[config.mk]
export PLATFORM = sky130hd
export DESIGN_NAME = csr_hpm_counters
export DESIGN_NICKNAME = d
export VERILOG_FILES = /design/src/rtl/csr_hpm_counters.sv
export SDC_FILE = /design/constraint.sdc
export NUM_CORES = 1
export LEC_CHECK = 0
export CELL_PAD_IN_SITES_DETAIL_PLACEMENT = 0
export CELL_PAD_IN_SITES_GLOBAL_PLACEMENT = 1
export CORE_MARGIN = 3
export CORE_UTILIZATION = 25
export CTS_CLUSTER_SIZE = 25
export DETAILED_ROUTE_END_ITERATION = 12
export MAX_ROUTING_LAYER = met4
export PLACE_DENSITY_LB_ADDON = 0.1
export RECOVER_POWER = 25
export SETUP_SLACK_MARGIN = 0.15
export SYNTH_ARGS = -nofsm -noshare
export SYNTH_HDL_FRONTEND = slang
export SYNTH_SLANG_ARGS = --single-unit
[constraint.sdc]
create_clock -name clk -period 3 [get_ports clk]
set_input_delay 0.45 -clock clk [delete_from_list [all_inputs] [get_ports clk]]
set_output_delay 0.45 -clock clk [all_outputs]
set_load 0.01 [all_outputs]
[src/rtl/csr_hpm_counters.sv]
`default_nettype none
// ============================================================================
// Module   : csr_hpm_counters
// Purpose  : Machine-mode hardware performance-monitor bank. Implements
//            mhpmcounter3.. (low half 0xB00+K, high half 0xB80+K), their
//            event selectors mhpmevent3.. (0x320+K) and mcountinhibit (0x320)
//            on the shared CSR read/write bus. Each counter increments on
//            its selected single-cycle event pulse and wraps at
//            COUNTER_WIDTH bits.
// Ports    : clk, rst_n         - clock, asynchronous active-low reset
//            priv_level         - privilege of the issuing instruction
//            csr_raddr/rdata/hit- combinational read port and ownership flag
//            csr_wen/waddr/wdata- write port (single-cycle)
//            event_pulse        - event inputs, bit e-1 is event number e
//            freeze             - global count hold (debug halt)
//            ovf_vec, ovf_irq   - per-counter overflow flags and their OR
// Config   : HPM_OVERFLOW_IRQ_EN - when defined, builds the sticky OF flags
//            and the overflow interrupt; otherwise counters wrap silently.
// Revision : 1.0 - initial release
// ============================================================================
module csr_hpm_counters #(
  parameter int NUM_COUNTERS  = 4,
  parameter int COUNTER_WIDTH = 40,
  parameter int NUM_EVENTS    = 8
) (
  input  logic                    clk,
  input  logic                    rst_n,
  input  logic [1:0]              priv_level,
  input  logic [11:0]             csr_raddr,
  output logic [31:0]             csr_rdata,
  output logic                    csr_hit,
  input  logic                    csr_wen,
  input  logic [11:0]             csr_waddr,
  input  logic [31:0]             csr_wdata,
  input  logic [NUM_EVENTS-1:0]   event_pulse,
  input  logic                    freeze,
  output logic [NUM_COUNTERS-1:0] ovf_vec,
  output logic                    ovf_irq
);

  localparam int          HI_W           = COUNTER_WIDTH - 32;
  localparam logic [11:0] c_cnt_lo_base  = 12'hB00;
  localparam logic [11:0] c_cnt_hi_base  = 12'hB80;
  localparam logic [11:0] c_evt_base     = 12'h320;  // also mcountinhibit

  // --------------------------------------------------------------------------
  // State
  // --------------------------------------------------------------------------
  logic [COUNTER_WIDTH-1:0] r_cnt [NUM_COUNTERS];
  logic [7:0]               r_sel [NUM_COUNTERS];
  logic [NUM_COUNTERS-1:0]  r_inh;

  // OF view used by the read mux; constant zero when OF is not built
  logic [NUM_COUNTERS-1:0]  w_of;
  logic [NUM_COUNTERS-1:0]  w_of_nxt;

  // --------------------------------------------------------------------------
  // Write decode and legalisation
  // --------------------------------------------------------------------------
  logic                     w_wperm;
  logic [7:0]               w_sel_legal;
  logic [NUM_COUNTERS-1:0]  w_wr_lo;
  logic [NUM_COUNTERS-1:0]  w_wr_hi;
  logic [NUM_COUNTERS-1:0]  w_wr_ev;
  logic                     w_wr_inh;

  // Address bits [9:8] encode the minimum privilege for the CSR
  assign w_wperm     = csr_wen && (priv_level >= csr_waddr[9:8]);
  // Out-of-range event numbers are stored as "no event"
  assign w_sel_legal = (csr_wdata[7:0] > 8'(NUM_EVENTS)) ? 8'd0 : csr_wdata[7:0];
  assign w_wr_inh    = w_wperm && (csr_waddr == c_evt_base);

  always_comb begin
    w_wr_lo = '0;
    w_wr_hi = '0;
    w_wr_ev = '0;
    for (int i = 0; i < NUM_COUNTERS; i++) begin
      w_wr_lo[i] = w_wperm && (csr_waddr == c_cnt_lo_base + 12'(i + 3));
      w_wr_hi[i] = w_wperm && (csr_waddr == c_cnt_hi_base + 12'(i + 3));
      w_wr_ev[i] = w_wperm && (csr_waddr == c_evt_base    + 12'(i + 3));
    end
  end

  // --------------------------------------------------------------------------
  // Increment enables: selected event present, not inhibited, not frozen,
  // and no write to either half of this counter (the write wins)
  // --------------------------------------------------------------------------
  logic [NUM_COUNTERS-1:0] w_evt;
  logic [NUM_COUNTERS-1:0] w_inc;

  always_comb begin
    w_evt = '0;
    w_inc = '0;
    for (int i = 0; i < NUM_COUNTERS; i++) begin
      for (int e = 1; e <= NUM_EVENTS; e++) begin
        if (r_sel[i] == 8'(e)) begin
          w_evt[i] = event_pulse[e-1];
        end
      end
      w_inc[i] = w_evt[i] && !r_inh[i] && !freeze && !w_wr_lo[i] && !w_wr_hi[i];
    end
  end

  // --------------------------------------------------------------------------
  // Next-state for counters, selectors and inhibit bits
  // --------------------------------------------------------------------------
  logic [COUNTER_WIDTH-1:0] w_cnt_nxt [NUM_COUNTERS];
  logic [7:0]               w_sel_nxt [NUM_COUNTERS];
  logic [NUM_COUNTERS-1:0]  w_inh_nxt;

  always_comb begin
    w_inh_nxt = r_inh;
    for (int i = 0; i < NUM_COUNTERS; i++) begin
      w_cnt_nxt[i] = r_cnt[i];
      w_sel_nxt[i] = r_sel[i];
      if (w_wr_lo[i]) begin
        w_cnt_nxt[i][31:0] = csr_wdata;
      end
      if (w_wr_hi[i]) begin
        w_cnt_nxt[i][COUNTER_WIDTH-1:32] = csr_wdata[HI_W-1:0];
      end
      if (w_inc[i]) begin
        w_cnt_nxt[i] = r_cnt[i] + COUNTER_WIDTH'(1);
      end
      if (w_wr_ev[i]) begin
        w_sel_nxt[i] = w_sel_legal;
      end
      if (w_wr_inh) begin
        w_inh_nxt[i] = csr_wdata[i + 3];
      end
    end
  end

  always_ff @(posedge clk or negedge rst_n) begin
    if (!rst_n) begin
      for (int i = 0; i < NUM_COUNTERS; i++) begin
        r_cnt[i] <= '0;
        r_sel[i] <= '0;
      end
      r_inh <= '0;
    end else begin
      for (int i = 0; i < NUM_COUNTERS; i++) begin
        r_cnt[i] <= w_cnt_nxt[i];
        r_sel[i] <= w_sel_nxt[i];
      end
      r_inh <= w_inh_nxt;
    end
  end

  // --------------------------------------------------------------------------
  // Overflow flags
  // --------------------------------------------------------------------------
`ifdef HPM_OVERFLOW_IRQ_EN
  logic [NUM_COUNTERS-1:0] r_of;
  logic                    r_irq;

  // A wrap on the same edge as a clearing write keeps OF set
  always_comb begin
    w_of_nxt = r_of;
    for (int i = 0; i < NUM_COUNTERS; i++) begin
      if (w_wr_ev[i]) begin
        w_of_nxt[i] = csr_wdata[31];
      end
      if (w_inc[i] && (&r_cnt[i])) begin
        w_of_nxt[i] = 1'b1;
      end
    end
  end

  // The interrupt is its own flop so no combinational path reaches ovf_irq
  always_ff @(posedge clk or negedge rst_n) begin
    if (!rst_n) begin
      r_of  <= '0;
      r_irq <= 1'b0;
    end else begin
      r_of  <= w_of_nxt;
      r_irq <= |w_of_nxt;
    end
  end

  assign w_of    = r_of;
  assign ovf_vec = r_of;
  assign ovf_irq = r_irq;
`else
  assign w_of     = '0;
  assign w_of_nxt = '0;
  assign ovf_vec  = '0;
  assign ovf_irq  = 1'b0;
`endif

  // --------------------------------------------------------------------------
  // Bypass image: the read view of csr_waddr after this cycle's write.
  // Unimplemented K and foreign addresses give 0.
  // --------------------------------------------------------------------------
  logic [31:0] w_wimg;

  always_comb begin
    w_wimg = '0;
    if (csr_waddr == c_evt_base) begin
      w_wimg[3 +: NUM_COUNTERS] = csr_wdata[3 +: NUM_COUNTERS];
    end
    for (int i = 0; i < NUM_COUNTERS; i++) begin
      if (csr_waddr == c_cnt_lo_base + 12'(i + 3)) begin
        w_wimg = csr_wdata;
      end
      if (csr_waddr == c_cnt_hi_base + 12'(i + 3)) begin
        w_wimg[HI_W-1:0] = csr_wdata[HI_W-1:0];
      end
      if (csr_waddr == c_evt_base + 12'(i + 3)) begin
        w_wimg = {w_of_nxt[i], 23'd0, w_sel_legal};
      end
    end
  end

  // --------------------------------------------------------------------------
  // Read port
  // --------------------------------------------------------------------------
  always_comb begin
    csr_hit = ((csr_raddr[11:5] == c_cnt_lo_base[11:5]) && (csr_raddr[4:0] >= 5'd3)) ||
              ((csr_raddr[11:5] == c_cnt_hi_base[11:5]) && (csr_raddr[4:0] >= 5'd3)) ||
              ((csr_raddr[11:5] == c_evt_base[11:5])    &&
               ((csr_raddr[4:0] >= 5'd3) || (csr_raddr[4:0] == 5'd0)));

    csr_rdata = '0;
    if (csr_raddr == c_evt_base) begin
      csr_rdata[3 +: NUM_COUNTERS] = r_inh;
    end
    for (int i = 0; i < NUM_COUNTERS; i++) begin
      if (csr_raddr == c_cnt_lo_base + 12'(i + 3)) begin
        csr_rdata = r_cnt[i][31:0];
      end
      if (csr_raddr == c_cnt_hi_base + 12'(i + 3)) begin
        csr_rdata[HI_W-1:0] = r_cnt[i][COUNTER_WIDTH-1:32];
      end
      if (csr_raddr == c_evt_base + 12'(i + 3)) begin
        csr_rdata = {w_of[i], 23'd0, r_sel[i]};
      end
    end
    if (w_wperm && (csr_waddr == csr_raddr)) begin
      csr_rdata = w_wimg;
    end
  end

endmodule
`default_nettype wire

* Word level (Yosys, flattened, before mapping)
Cells that the tools add are included.
Widths: inputs -> output; s select.
** Storage, ports and cells
- Bits in registers :: 196
- Logic and storage cells :: 213
** Cells by class
- Add/sub/neg operators :: 4
- Order comparisons :: 3
- Equal/unequal tests :: 62
- Multiplexer cells :: 72
- Reductions and logical operators :: 59
** Operators with widths (number)
- $mux 32 :: 21
- $eq 12x12->1 const B :: 16
- $add 40x1->40 const B :: 4
- $mux 40 :: 4
- $eq 8x3->1 const B :: 16
- $eq 12x10->1 const B :: 10
- $mux 8 :: 13
- $eq 8x2->1 const B :: 8
- $logic_and 1x1->1 :: 34
- $eq 8x1->1 const B :: 4
- $eq 8x4->1 const B :: 4
- $mux 1 :: 32
- $reduce_bool 2->1 :: 8
- $eq 7x7->1 const B :: 2
- $logic_not 1->1 :: 13
- $eq 12x12->1 :: 1
- $gt 8x4->1 const B :: 1
- $mux 4 :: 2
- $eq 7x5->1 const B :: 1
- $ge 5x2->1 const B :: 1
- $logic_not 5->1 :: 1
- $logic_or 1x1->1 :: 3
- $ge 2x2->1 :: 1

* Longest topological paths before layout
- Depth in word-level cells :: 15
- Mapped depth :: 12

* Worst setup path after synthesis
Ideal clock, no wire load.
- Path kind :: input to output
- Start :: input port csr_waddr[9]
- End :: output port csr_rdata[7]
- Arrival :: 2.442 ns
- Required time :: 2.550 ns
- Path slack :: 0.108 ns
- Stages :: 11
- Buffers on the path :: 2
- Cells stage by stage :: inv_1 ha_1 o21a_1 and2_1 clkbuf_1 nand4_1 and2_1 buf_2 o21ai_2 a21oi_1 or4_1
** Between the ends
- Cells in the longest elaborated chain, start to end :: 14
- Elaborated cells between the ends (all ways) :: 29
- Those cells by class :: 1 x order compare; 13 x eq/ne; 13 x mux; 2 x reduce/logical
** RTL lines
- start, declared :: RTL line 33 : input logic [11:0] csr_waddr,
- $eq 12x12->1 :: RTL line 203 : if (csr_waddr == c_cnt_lo_base + 12'(i + 3)) begin
- $mux 32 :: RTL line 203
- $mux 8 :: RTL line 206 : if (csr_waddr == c_cnt_hi_base + 12'(i + 3)) begin
- $mux 32 :: RTL line 209 : if (csr_waddr == c_evt_base + 12'(i + 3)) begin
- $mux 32 :: RTL line 203
- $mux 8 :: RTL line 206
- $mux 32 :: RTL line 209
- $mux 32 :: RTL line 203
- $mux 8 :: RTL line 206
- $mux 32 :: RTL line 209
- $mux 32 :: RTL line 203
- $mux 8 :: RTL line 206
- $mux 32 :: RTL line 209
- $mux 32 (*) :: RTL line 239 : if (w_wperm && (csr_waddr == csr_raddr)) begin
- end, declared :: RTL line 30 : output logic [31:0] csr_rdata,
Every way passes the cells marked *; elsewhere a longest branch is shown, timed or not.

* Worst setup path in the final report
- Start :: input port csr_raddr[4]
- End :: output port csr_rdata[5]
** Between the ends
- Cells in the longest elaborated chain, start to end :: 15
- Elaborated cells between the ends (all ways) :: 29
- Those cells by class :: 14 x eq/ne; 14 x mux; 1 x reduce/logical
** RTL lines
- start, declared :: RTL line 29 : input logic [11:0] csr_raddr,
- $eq 12x10->1 :: RTL line 225 : if (csr_raddr == c_evt_base) begin
- $mux 4 :: RTL line 225
- $mux 32 :: RTL line 229 : if (csr_raddr == c_cnt_lo_base + 12'(i + 3)) begin
- $mux 8 :: RTL line 232 : if (csr_raddr == c_cnt_hi_base + 12'(i + 3)) begin
- $mux 32 :: RTL line 235 : if (csr_raddr == c_evt_base + 12'(i + 3)) begin
- $mux 32 :: RTL line 229
- $mux 8 :: RTL line 232
- $mux 32 :: RTL line 235
- $mux 32 :: RTL line 229
- $mux 8 :: RTL line 232
- $mux 32 :: RTL line 235
- $mux 32 :: RTL line 229
- $mux 8 :: RTL line 232
- $mux 32 :: RTL line 235
- $mux 32 (*) :: RTL line 239
Marked as above.

==> impl_metrics.json <==
{
  "internal_power_uw": 4090,
  "cellPowerDensity_nw_per_um2": 313,
  "synth_most_common_cell": "nand2_1",
  "vias_per_cell": 5.40,
  "violations": "max-capacitance violations, max-slew violations, negative setup slack",
  "drc": 0,
  "cts_sinks": 196,
  "fin_area_sq_um": 18900,
  "cp_data_required_time_ps": 2550,
  "rsz0062_at_grt": "yes",
  "port_buffers": 102,
  "synth.area.top_cells": "dfrtp_1 (36%), nand2_1 (6.0%), xnor2_1 (4.3%)",
  "clkPwrFrac_pct": 40.4,
  "grt.total_usage_pct": 25.2,
  "nNetsFinal": 2057,
  "drtAntennaViolNets": 0,
  "switching_share_pct": 30.6,
  "hp-class": "reg2reg",
  "fmax_ghz": 0.326,
  "worstSetupEndpointType": "output port",
  "htree_levels": 4,
  "fillerInstances": 5472,
  "first_iter_violations": 1275,
  "netlist.area_leader.share_pct": 36.4,
  "finClkSkew_ps": 12.9,
  "fin_crit_sh_pct": 102,
  "cap_violations": 1,
  "die_w_um": 238,
  "clockRootBuffer": "clkbuf_16",
  "clock_latency_ps": 510,
  "tightest_slew_ps": 2190,
  "cts_buffer_depth": 2,
  "grt_pass1_vias": 14056,
  "seqPwrFrac_pct": 47.2,
  "grt_overflow": 0,
  "r2r_setup_slack_ps": 340,
  "gp_congestion": 0.916,
  "syn_to_final_growth_pct": 40.2,
  "row_count": 84,
  "yosysWarnings": 0,
  "crit_path_start_kind": "primary input",
  "yosysSeqAreaShare_pct": 36.4,
  "dr_total_vias": 14486,
  "setup_violations": 22,
  "max_slew_margin_pct": -45.8,
  "synth.distinct_cells": 93,
  "power_switching_uw": 1810,
  "synth_seq_cells": 196,
  "leakagePower_uw": 0.00801,
  "synth.top_cells.by_count": "nand2_1 (215), dfrtp_1 (196), nor2_1 (140)",
  "initial_core_util_pct": 25.5,
  "grt_pass1_wl_um": 100000,
  "design.die.area_sq_um": 56700,
  "combPwrFrac_pct": 12.4,
  "final_layout_size_suffix_gt1_share_pct": 26.5,
  "async_reset_ff_share_pct": 100,
  "synth_edf_count": 0,
  "cp_max_fo": 7,
  "peakVddDrop_uv": 477,
  "syn_area_per_cell_sq_um": 8.25,
  "routedWlPerCell_um": 25.9,
  "cts_tree": "yes",
  "outcome": "complete, but fails checks",
  "fin_ws_ps": -64.2,
  "antenna_found_initial": 1,
  "die_h_um": 238,
  "synth_ff_type": "dfrtp_1",
  "fin_hold_ws_ps": 535,
  "cts_buffers": 17,
  "dpl_cell_area_sq_um": 17300,
  "worst-setup-path-type": "in2out",
  "syn-cell-area_sq_um": 13500,
  "antenna_cells": 0,
  "final_hold_viol_count": 0,
  "crit_arrival_ps": 2610,
  "fin_crit_ps": 3060,
  "syn_inst": 1631,
  "grt_max_degree": 74,
  "hpwl_um": 52400,
  "io_pins": 108,
  "yosysTopAreaCell": "dfrtp_1",
  "wl_um": 69500,
  "coreArea_sq_um": 52900,
  "final-max-slew-violation-count": 71,
  "cts.clk_slew.worst_paths_ps": 70,
  "drtPass1Iterations": 8
}
## path summary, 6_finish.rpt
path                            cells past startpoint                  start               endpoint
worst min-delay path                                1  r_sel[15]$_DFFE_PN0P_  r_sel[15]$_DFFE_PN0P_
min in group asynchronous                           2                  rst_n  r_sel[28]$_DFFE_PN0P_
max in group asynchronous                           2                  rst_n  r_cnt[98]$_DFFE_PN0P_
worst max register to register                     10   r_sel[8]$_DFFE_PN0P_  r_cnt[57]$_DFFE_PN0P_
worst min register to register                      1  r_sel[15]$_DFFE_PN0P_  r_sel[15]$_DFFE_PN0P_
worst max-delay path                               12           csr_raddr[4]           csr_rdata[5]
## flip-flops by register name, summed over array words and instances, names as in the netlist
name,cells
r_inh,4
r_cnt,160
r_sel,32
## through the flow
stage | setup WS (ps) | TNS [ps] | instances | power (uW) | util, %
after floorplan | 152 | 0 | 1635 | 3000 | -
after global placement | -1040 | -57360 | 2600 | 3520 | 32.8
after detailed placement | -929 | -57640 | 2600 | 3520 | 32.8
after CTS | -89.5 | -260 | 2674 | 5970 | 35.3
after global routing | -122 | -2410 | 2682 | 6130 | 35.7
final | -64.2 | -515 | 2682 | 5900 | 35.7
## worst max-delay path, cell delays in order
cell and delay (ps):
buf_6 100, or3b_4 450, buf_12 170, buf_4 150, nor4_4 260, buf_6 140, buf_6 110, a221o_1 220
o21ai_2 90, o211ai_1 180, a21o_1 140, buf_2 140
## power groups by stage
stage	logic, uW	registers [uW]	clock network (uW)
after floorplan	206	2790	0
after global placement	691	2830	0
after detailed placement	687	2830	0
after CTS	719	2780	2480
after global routing	780	2790	2560
final	729	2780	2380
## layout make-up
cell class	instances	area [sq um]	area share, %
clock buffers	17	425	2.25
clock inverters	15	138	0.730
inverters	39	150	0.796
multi-input cells	1293	8390	44.5
flip-flops and latches	196	4900	26.0
well taps	688	861	4.56
repair buffers	434	4000	21.2
## what timing repair did
action,4_1_cts,5_1_grt
pin swaps,91,59
endpoints found under the hold margin,70,0
resized for setup,367,27
setup endpoints to repair,41,33
cloned,8,1
hold buffers,1,0
buffers inserted,33,7
## metal layers
metal,part of all wire [%],GRT usage (%)
met5,0,-
met4,2.3,7.62
met3,6.9,5.07
met2,42,35.1
met1,49,36.5
## placed cells by master, fill, tap and decap left out, drive strengths merged, types with 57 or more instances in the layout
cell type / Yosys / final
buf: 50 / 385
nand3: 95 / 95
dfrtp: 196 / 196
o21ai: 97 / 97
xor2: 57 / 57
nor2: 140 / 140
nand2: 216 / 216
a21oi: 90 / 90
nor4: 57 / 57
xnor2: 66 / 66
## cell families after synthesis
kind of cell	count (synthesis)	share of synthesized area [%]
AND/OR/NAND/NOR	765	29.7
buffers and inverters	146	4.80
flip-flops	196	36.4
other	1	0.0279
adder cells (fa/ha/maj)	6	0.558
AO/OA/AOI/OAI	379	19.3
XOR/XNOR	123	8.00
multiplexers	15	1.16
Power figures use the tool's default switching activity.
